### src/rtl/pipe_stage_regs_pkg.sv
// -----------------------------------------------------------------------------
// pipe_stage_regs_pkg
// Shared definitions for the miniRV pipeline-register slice:
//   - writeback-select encodings consumed by the forwarding unit
//   - reset / flush defaults for PC and IF/ID
//   - packed tuples carried across each stage boundary
// -----------------------------------------------------------------------------
package pipe_stage_regs_pkg;

    localparam logic [2:0] WB_SEL_IMM   = 3'd0;
    localparam logic [2:0] WB_SEL_PCIMM = 3'd1;
    localparam logic [2:0] WB_SEL_PC4   = 3'd2;
    localparam logic [2:0] WB_SEL_DRAM  = 3'd3;
    localparam logic [2:0] WB_SEL_ALU   = 3'd4;

    localparam logic [31:0] DEF_RESET_PC = 32'h0000_0000;
    // addi x0,x0,0
    localparam logic [31:0] DEF_NOP_INST = 32'h0000_0013;

    typedef struct packed {
        logic        valid;
        logic [31:0] inst;
        logic [31:0] pc;
    } if_id_t;

    typedef struct packed {
        logic        valid;
        logic        rf_we;
        logic [2:0]  wb_sel;
        logic [4:0]  wr;
        logic [31:0] imm;
        logic [31:0] pcimm;
        logic [31:0] pc4;
        logic [31:0] rd1;
        logic [31:0] rd2;
    } id_ex_t;

    typedef struct packed {
        logic        valid;
        logic        rf_we;
        logic [2:0]  wb_sel;
        logic [4:0]  wr;
        logic [31:0] imm;
        logic [31:0] pcimm;
        logic [31:0] pc4;
        logic [31:0] alu_c;
        logic [31:0] rd2;
    } ex_dm_t;

    typedef struct packed {
        logic        valid;
        logic        rf_we;
        logic [2:0]  wb_sel;
        logic [4:0]  wr;
        logic [31:0] imm;
        logic [31:0] pcimm;
        logic [31:0] pc4;
        logic [31:0] alu_c;
        logic [31:0] rd_out;
    } dm_wb_t;

endpackage

### src/rtl/pipe_stage_regs_reg.sv
// -----------------------------------------------------------------------------
// pipe_reg
// Generic pipeline register with async active-low reset, hold and bubble load.
// Priority: reset > bubble > hold > load.
// Ports:
//   clk     in   clock, rising edge
//   rst_n   in   async reset, active-low (loads RST_VAL)
//   hold    in   1 = keep current contents
//   bubble  in   1 = load BUBBLE_VAL (overrides hold)
//   d       in   next value
//   q       out  registered value
// -----------------------------------------------------------------------------
module pipe_reg #(
    parameter int             W          = 32,
    parameter logic [W-1:0]   RST_VAL    = '0,
    parameter logic [W-1:0]   BUBBLE_VAL = '0
) (
    input  logic         clk,
    input  logic         rst_n,
    input  logic         hold,
    input  logic         bubble,
    input  logic [W-1:0] d,
    output logic [W-1:0] q
);

    always_ff @(posedge clk or negedge rst_n) begin
        if (!rst_n) begin
            q <= RST_VAL;
        end else if (bubble) begin
            q <= BUBBLE_VAL;
        end else if (!hold) begin
            q <= d;
        end
    end

endmodule

### src/rtl/pipe_stage_regs.sv
// -----------------------------------------------------------------------------
// pipe_stage_regs
// PC, IF/ID, ID/EX, EX/DM and DM/WB registers of the 5-stage miniRV core.
// Exposes each stage's writeback tuple to the forwarding unit and obeys its
// stall/bubble commands plus the branch/jump flush resolved in EX.
// Ports:
//   clk, rst_n                 clock / async active-low reset
//   npc_i, inst_i              next PC and fetched instruction
//   keep_pc_i, keep_if_id_i    hold PC / IF/ID (load-use stall)
//   flash_id_ex_i              active-low: 0 = bubble into ID/EX
//   br_flush_i                 taken branch/jump: redirect PC, kill IF/ID, ID/EX
//   *_id_i                     ID-stage tuple and operands
//   alu_c_ex_i, rd_out_dm_i    EX ALU result, DM read data
//   pc_o, *_if_id_o            fetch PC and IF/ID contents
//   *_ex_o, *_dm_o, *_wb_o     ID/EX, EX/DM, DM/WB contents
//   valid_wb_o                 WB slot holds a real instruction
// -----------------------------------------------------------------------------
module pipe_stage_regs
    import pipe_stage_regs_pkg::*;
#(
    parameter logic [31:0] RESET_PC = DEF_RESET_PC,
    parameter logic [31:0] NOP_INST = DEF_NOP_INST
) (
    input  logic        clk,
    input  logic        rst_n,
    input  logic [31:0] npc_i,
    input  logic [31:0] inst_i,
    input  logic        keep_pc_i,
    input  logic        keep_if_id_i,
    input  logic        flash_id_ex_i,
    input  logic        br_flush_i,
    input  logic        rf_we_id_i,
    input  logic [2:0]  wb_sel_id_i,
    input  logic [4:0]  wR_id_i,
    input  logic [31:0] imm_id_i,
    input  logic [31:0] pcimm_id_i,
    input  logic [31:0] pc4_id_i,
    input  logic [31:0] rD1_id_i,
    input  logic [31:0] rD2_id_i,
    input  logic [31:0] alu_c_ex_i,
    input  logic [31:0] rd_out_dm_i,
    output logic [31:0] pc_o,
    output logic [31:0] inst_if_id_o,
    output logic [31:0] pc_if_id_o,
    output logic        rf_we_ex_o,
    output logic [2:0]  wb_sel_ex_o,
    output logic [4:0]  wR_ex_o,
    output logic [31:0] imm_ex_o,
    output logic [31:0] pcimm_ex_o,
    output logic [31:0] pc4_ex_o,
    output logic [31:0] rD1_ex_o,
    output logic [31:0] rD2_ex_o,
    output logic        rf_we_dm_o,
    output logic [2:0]  wb_sel_dm_o,
    output logic [4:0]  wR_dm_o,
    output logic [31:0] imm_dm_o,
    output logic [31:0] pcimm_dm_o,
    output logic [31:0] pc4_dm_o,
    output logic [31:0] alu_c_dm_o,
    output logic [31:0] rD2_dm_o,
    output logic        rf_we_wb_o,
    output logic [2:0]  wb_sel_wb_o,
    output logic [4:0]  wR_wb_o,
    output logic [31:0] imm_wb_o,
    output logic [31:0] pcimm_wb_o,
    output logic [31:0] pc4_wb_o,
    output logic [31:0] alu_c_wb_o,
    output logic [31:0] rd_out_wb_o,
    output logic        valid_wb_o
);

    // Reset and flush both leave IF/ID holding a NOP marked invalid.
    localparam if_id_t IF_ID_IDLE = '{valid: 1'b0, inst: NOP_INST, pc: 32'h0};

    if_id_t if_id_d, if_id_q;
    id_ex_t id_ex_d, id_ex_q;
    ex_dm_t ex_dm_d, ex_dm_q;
    dm_wb_t dm_wb_d, dm_wb_q;

    logic pc_hold;
    logic id_ex_bubble;

    // A flush must redirect even when the forwarding unit asks for a hold.
    assign pc_hold      = keep_pc_i & ~br_flush_i;
    assign id_ex_bubble = br_flush_i | ~flash_id_ex_i;

    pipe_reg #(
        .W          (32),
        .RST_VAL    (RESET_PC),
        .BUBBLE_VAL (RESET_PC)
    ) u_pc (
        .clk    (clk),
        .rst_n  (rst_n),
        .hold   (pc_hold),
        .bubble (1'b0),
        .d      (npc_i),
        .q      (pc_o)
    );

    assign if_id_d = '{valid: 1'b1, inst: inst_i, pc: pc_o};

    pipe_reg #(
        .W          ($bits(if_id_t)),
        .RST_VAL    (IF_ID_IDLE),
        .BUBBLE_VAL (IF_ID_IDLE)
    ) u_if_id (
        .clk    (clk),
        .rst_n  (rst_n),
        .hold   (keep_if_id_i),
        .bubble (br_flush_i),
        .d      (if_id_d),
        .q      (if_id_q)
    );

    // Validity follows the IF/ID slot so a flushed NOP never commits.
    assign id_ex_d = '{
        valid:  if_id_q.valid,
        rf_we:  rf_we_id_i,
        wb_sel: wb_sel_id_i,
        wr:     wR_id_i,
        imm:    imm_id_i,
        pcimm:  pcimm_id_i,
        pc4:    pc4_id_i,
        rd1:    rD1_id_i,
        rd2:    rD2_id_i
    };

    pipe_reg #(
        .W          ($bits(id_ex_t)),
        .RST_VAL    ('0),
        .BUBBLE_VAL ('0)
    ) u_id_ex (
        .clk    (clk),
        .rst_n  (rst_n),
        .hold   (1'b0),
        .bubble (id_ex_bubble),
        .d      (id_ex_d),
        .q      (id_ex_q)
    );

    assign ex_dm_d = '{
        valid:  id_ex_q.valid,
        rf_we:  id_ex_q.rf_we,
        wb_sel: id_ex_q.wb_sel,
        wr:     id_ex_q.wr,
        imm:    id_ex_q.imm,
        pcimm:  id_ex_q.pcimm,
        pc4:    id_ex_q.pc4,
        alu_c:  alu_c_ex_i,
        rd2:    id_ex_q.rd2
    };

    pipe_reg #(
        .W          ($bits(ex_dm_t)),
        .RST_VAL    ('0),
        .BUBBLE_VAL ('0)
    ) u_ex_dm (
        .clk    (clk),
        .rst_n  (rst_n),
        .hold   (1'b0),
        .bubble (1'b0),
        .d      (ex_dm_d),
        .q      (ex_dm_q)
    );

    assign dm_wb_d = '{
        valid:  ex_dm_q.valid,
        rf_we:  ex_dm_q.rf_we,
        wb_sel: ex_dm_q.wb_sel,
        wr:     ex_dm_q.wr,
        imm:    ex_dm_q.imm,
        pcimm:  ex_dm_q.pcimm,
        pc4:    ex_dm_q.pc4,
        alu_c:  ex_dm_q.alu_c,
        rd_out: rd_out_dm_i
    };

    pipe_reg #(
        .W          ($bits(dm_wb_t)),
        .RST_VAL    ('0),
        .BUBBLE_VAL ('0)
    ) u_dm_wb (
        .clk    (clk),
        .rst_n  (rst_n),
        .hold   (1'b0),
        .bubble (1'b0),
        .d      (dm_wb_d),
        .q      (dm_wb_q)
    );

    assign inst_if_id_o = if_id_q.inst;
    assign pc_if_id_o   = if_id_q.pc;

    assign rf_we_ex_o   = id_ex_q.rf_we;
    assign wb_sel_ex_o  = id_ex_q.wb_sel;
    assign wR_ex_o      = id_ex_q.wr;
    assign imm_ex_o     = id_ex_q.imm;
    assign pcimm_ex_o   = id_ex_q.pcimm;
    assign pc4_ex_o     = id_ex_q.pc4;
    assign rD1_ex_o     = id_ex_q.rd1;
    assign rD2_ex_o     = id_ex_q.rd2;

    assign rf_we_dm_o   = ex_dm_q.rf_we;
    assign wb_sel_dm_o  = ex_dm_q.wb_sel;
    assign wR_dm_o      = ex_dm_q.wr;
    assign imm_dm_o     = ex_dm_q.imm;
    assign pcimm_dm_o   = ex_dm_q.pcimm;
    assign pc4_dm_o     = ex_dm_q.pc4;
    assign alu_c_dm_o   = ex_dm_q.alu_c;
    assign rD2_dm_o     = ex_dm_q.rd2;

    assign rf_we_wb_o   = dm_wb_q.rf_we;
    assign wb_sel_wb_o  = dm_wb_q.wb_sel;
    assign wR_wb_o      = dm_wb_q.wr;
    assign imm_wb_o     = dm_wb_q.imm;
    assign pcimm_wb_o   = dm_wb_q.pcimm;
    assign pc4_wb_o     = dm_wb_q.pc4;
    assign alu_c_wb_o   = dm_wb_q.alu_c;
    assign rd_out_wb_o  = dm_wb_q.rd_out;
    assign valid_wb_o   = dm_wb_q.valid;

endmodule

### config.mk
export PLATFORM = sky130hd
export DESIGN_NAME = pipe_stage_regs
export DESIGN_NICKNAME = d
export VERILOG_FILES = /design/src/rtl/pipe_stage_regs_pkg.sv /design/src/rtl/pipe_stage_regs_reg.sv /design/src/rtl/pipe_stage_regs.sv
export SDC_FILE = /design/constraint.sdc
export NUM_CORES = 1
export LEC_CHECK = 0
export ABC_AREA = 1
export BUFFER_PORTS_ARGS = -buffer_cell sky130_fd_sc_hd__buf_2
export CAP_MARGIN = 0
export CORE_AREA = 2 2 353 355
export CTS_BUF_LIST = sky130_fd_sc_hd__clkbuf_4
export CTS_CLUSTER_DIAMETER = 40
export CTS_CLUSTER_SIZE = 12
export DETAILED_ROUTE_END_ITERATION = 8
export DIE_AREA = 0 0 355 357
export PLACE_DENSITY = 0.42
export SLEW_MARGIN = 20
export SYNTH_ARGS = -nofsm -noshare
export SYNTH_HDL_FRONTEND = slang
export SYNTH_SLANG_ARGS = --single-unit
export TNS_END_PERCENT = 100
### constraint.sdc
create_clock -name clk -period 2 [get_ports clk]
set_input_delay 0.2 -clock clk [delete_from_list [all_inputs] [get_ports clk]]
set_output_delay 0.2 -clock clk [all_outputs]
set_load 0.05 [all_outputs]
==> results.cfg, run 1 <==
[placed_design]
place_hpwl_um = 51340
portBuffers = 906
gp_congestion = 0.7722

[floorplan]
die_h_um = 357
die_width_um = 355
io_pins = 907
start_util = 0.1711
rows = 129

[clocking]
hold_buffers = 822
ctsResizeCount = 921
cts_setup_buffers = 70
h-tree-depth = 3
clock_sinks = 607
cts_root_buffer = clkbuf_4
clk_path_buf_depth = 3
cts_buffers = 98

[logic_synthesis]
syn-cell-area_um2 = 21050
yosys_warnings = 0
ys_seq_elements = 607
ys_types = 13
synth_fp_nets = 2003
netlist_instances = 1700
seq_area_frac_synth = 0.7218
syn_avg_cell_area_um2 = 12.38

[status]
stop_stage = clock tree synthesis (4_1_cts)
stop_error = [ERROR RSZ-0060] Max buffer count reached.
status = did not finish
-- synth_stat cells, drive strengths merged --
master / n / share of area
dfrtp: 604 / 0.72
dfstp: 3 / 0.0037
inv: 174 / 0.031
a21oi: 1 / 0.00024
nand3: 157 / 0.037
clkbuf: 15 / 0.0027
nor2: 170 / 0.030
buf: 440 / 0.15
nand2: 136 / 0.024
-- logic make-up after synthesis --
| family | share of synthesized area |
|---|---|
| DFF | 0.7218 |
| AOI/OAI and AO/OA | 0.0002375 |
| and+or+nand+nor | 0.09202 |
| buffers and inverters | 0.1859 |
-- stage by stage --
step | utilization | hold slack (ns) | worst slack (ns) | area [um2] | instances
3_5_place_dp | 0.2032 | 0.1051 | 0.6009 | 25000 | 3843
3_3_place_gp | 0.2032 | 0.1064 | 0.6079 | 25000 | 3843
2_1_floorplan | - | -0.09559 | 1.113 | 21050 | 1700
==> inputs of run 2 (changes only) <==
Settings changed: CTS_BUF_LIST sky130_fd_sc_hd__clkbuf_4 to default, CTS_CLUSTER_DIAMETER 40 to default, CTS_CLUSTER_SIZE 12 to default, PLACE_DENSITY 0.42 to default, PLACE_DENSITY_LB_ADDON from default to 0.15.
==> results.cfg, run 2 <==
[floorplan]
io_pins = 907
die_width_um = 355
die_area_um2 = 126700
coreArea_um2 = 123000
start_util = 0.1711
die_h_um = 357
rows = 129

[logic_synthesis]
syn-cell-area_um2 = 21050
netlist_instances = 1700
yosys_warnings = 0
synth_top_area_frac = 0.7181
synth_top_area_cell = dfrtp_1
ys_types = 13
seq_area_frac_synth = 0.7218
ys.flop_type = dfrtp_1
synth_most_common_cell = dfrtp_1
ys_top_cells_by_count = dfrtp_1, buf_4, inv_1
synth-edff-count = 0
async_flop_share = 1.000
ys_seq_elements = 607
synth_fp_nets = 2003
synth_area_leaders = dfrtp_1, buf_4, nand3_1
syn_avg_cell_area_um2 = 12.38

[power_and_ir_drop]
power.switching_w = 0.008751
swShare = 0.2814
pwr-share-comb = 0.140
clockPowerShare = 0.437
irDropWorstVdd_v = 0.0006680
powerDensity_nw_per_um2 = 1020
seqPwrFrac = 0.422
p_int_w = 0.02234
leakage_nw = 16.99

[timing]
worst_pin_slew_ns = 0.7007
hold-worst-slack_ns = 0.1028
period_minus_slack_ns = 1.685
rsz0062_at_grt = false
fmax_mhz = 593.4
slew_headroom = 0.5328
finalMaxSlewViolations = 0
setup_slack_ns = 0.3147
timing.final.hold_violations = 0
period_share = 0.8426
skew_ns = 0.02189
tns_ns = 0
setup_violations = 0

[global_routing]
grt_start_max_net_pins = 88
grt_overflow = 0
antenna_found_initial = 6
grt_pass1_vias = 15800
grt_pass1_wl_um = 101100
grt_usage = 0.1058

[clocking]
cts_buffers = 72
cts.clk_slew.worst_paths_ns = 0.06
cts_root_buffer = clkbuf_16
clock_latency_ns = 0.62
h-tree-depth = 3
clock_sinks = 607
cts_tree = done
clk_path_buf_depth = 3

[worst_setup_path]
crit_arrival_ns = 1.49
crit_path_start_kind = flop
path_buf_inv = 1
critical_path_required_ns = 1.80
r2r_start = u_pc.q[3]
path_cells = buf_2
path_delay_family = flip-flops
reg2reg_to = u_pc.q[3]
max_stage_delay_ns = 0.53
path_class = flop to primary output
path_max_fanout = 1
critPathCaptureType = primary output
rrSetupSlack_ns = 0.77
reg2reg_depth = 3
crit_slowest_cell = dfrtp_1

[route]
drtPass1Iterations = 4
final_antenna_net_count = 0
routed_via_density = 3.343
route.detailed.drc = 0
via_count = 14300
drt_iter0_markers = 596
wl_um = 69170
wl_per_cell_um = 16.17

[min_path]
hold_start = keep_if_id_i
hold-path-endpoint = u_if_id.q[36]
hold_class = primary input to flop
hold_depth = 5

[status]
status = completed

[placed_design]
place_hpwl_um = 52010
portBuffers = 906
gp_congestion = 0.8025
pre_cts_ws_ns = 0.6110

[finish]
drive_gt1_frac = 0.4051
fin_nets = 2887
top_regs = u_dm_wb.q x170, u_ex_dm.q x170, u_id_ex.q x170
layout_common_cells = buf_2, dfrtp_1, dlygate4sd3_1
final_common_cell = buf_2
n_antenna_cell = 0
synthToLayoutAreaGrowth_pct = 44.88

[job]
max-cap-violations = 0
[run 2: repair_timing]
item | in CTS | in global routing
gates resized for setup | 0 | 0
hold buffers | 314 | 0
endpoints found under the hold margin | 330 | 0
buffers inserted | 0 | 0
[run 2: area by class of cell]
| type | instances | area [um2] |
|---|---|---|
| clock inverters | 17 | 259.0 |
| fillers | 13290 | 92490 |
| multi-input cells | 464 | 1956 |
| well taps | 1637 | 2048 |
| repair buffers | 1265 | 8163 |
| flip-flops and latches | 607 | 15190 |
| clock buffers | 114 | 2222 |
| inverters | 174 | 655.6 |
[run 2: power groups by stage]
stage | clock network [W] | logic, W | registers, W
final | 0.0136 | 0.00437 | 0.0131
after floorplan | 0 | 0.00218 | 0.0140
after CTS | 0.0142 | 0.00446 | 0.0131
after detailed placement | 0 | 0.00393 | 0.0133
after global routing | 0.0147 | 0.00464 | 0.0132
after global placement | 0 | 0.00393 | 0.0133
[run 2: cell families (layout without fill, tap and decap cells)]
logic type	after synthesis	after routing	share of synthesized area
AO/OA/AOI/OAI	1	1	0.0002375
buffers and inverters	629	1570	0.1859
flip-flops	607	607	0.7218
AND/OR/NAND/NOR	463	463	0.09202
[run 2: routing by layer]
metal  global-route usage  vias to the layer above  wire [um]
li1                     -                     6516          -
met1               0.1095                     7114      24420
met2               0.1974                      551      37280
met3              0.03954                      111       5648
met4              0.03119                        8       1760
met5                    0                        -         52
[run 2: per-stage QoR]
step | cells | total power [W] | util | cell area, um2
after floorplan | 1700 | 0.01617 | - | 21050
after global placement | 3833 | 0.01727 | 0.2022 | 24870
after detailed placement | 3833 | 0.01728 | 0.2022 | 24870
after CTS | 4278 | 0.03178 | 0.2480 | 30500
after global routing | 4278 | 0.03256 | 0.2480 | 30500
final | 4278 | 0.03109 | 0.2480 | 30500
[run 2: worst max-delay path by stage]
stage / from / end / slack [ns] / cells past startpoint
finish: u_ex_dm.q[1] / rD2_dm_o[1] / 0.31 / 1
global route: u_if_id.q[32] / inst_if_id_o[0] / 0.23 / 1
CTS: u_if_id.q[32] / inst_if_id_o[0] / 0.23 / 1
detailed placement: br_flush_i / u_id_ex.q[0] / 0.61 / 5
global placement: br_flush_i / u_id_ex.q[0] / 0.67 / 5
floorplan: u_if_id.q[32] / inst_if_id_o[0] / 1.11 / 1
Note: power is estimated with default switching activity, not from simulation.
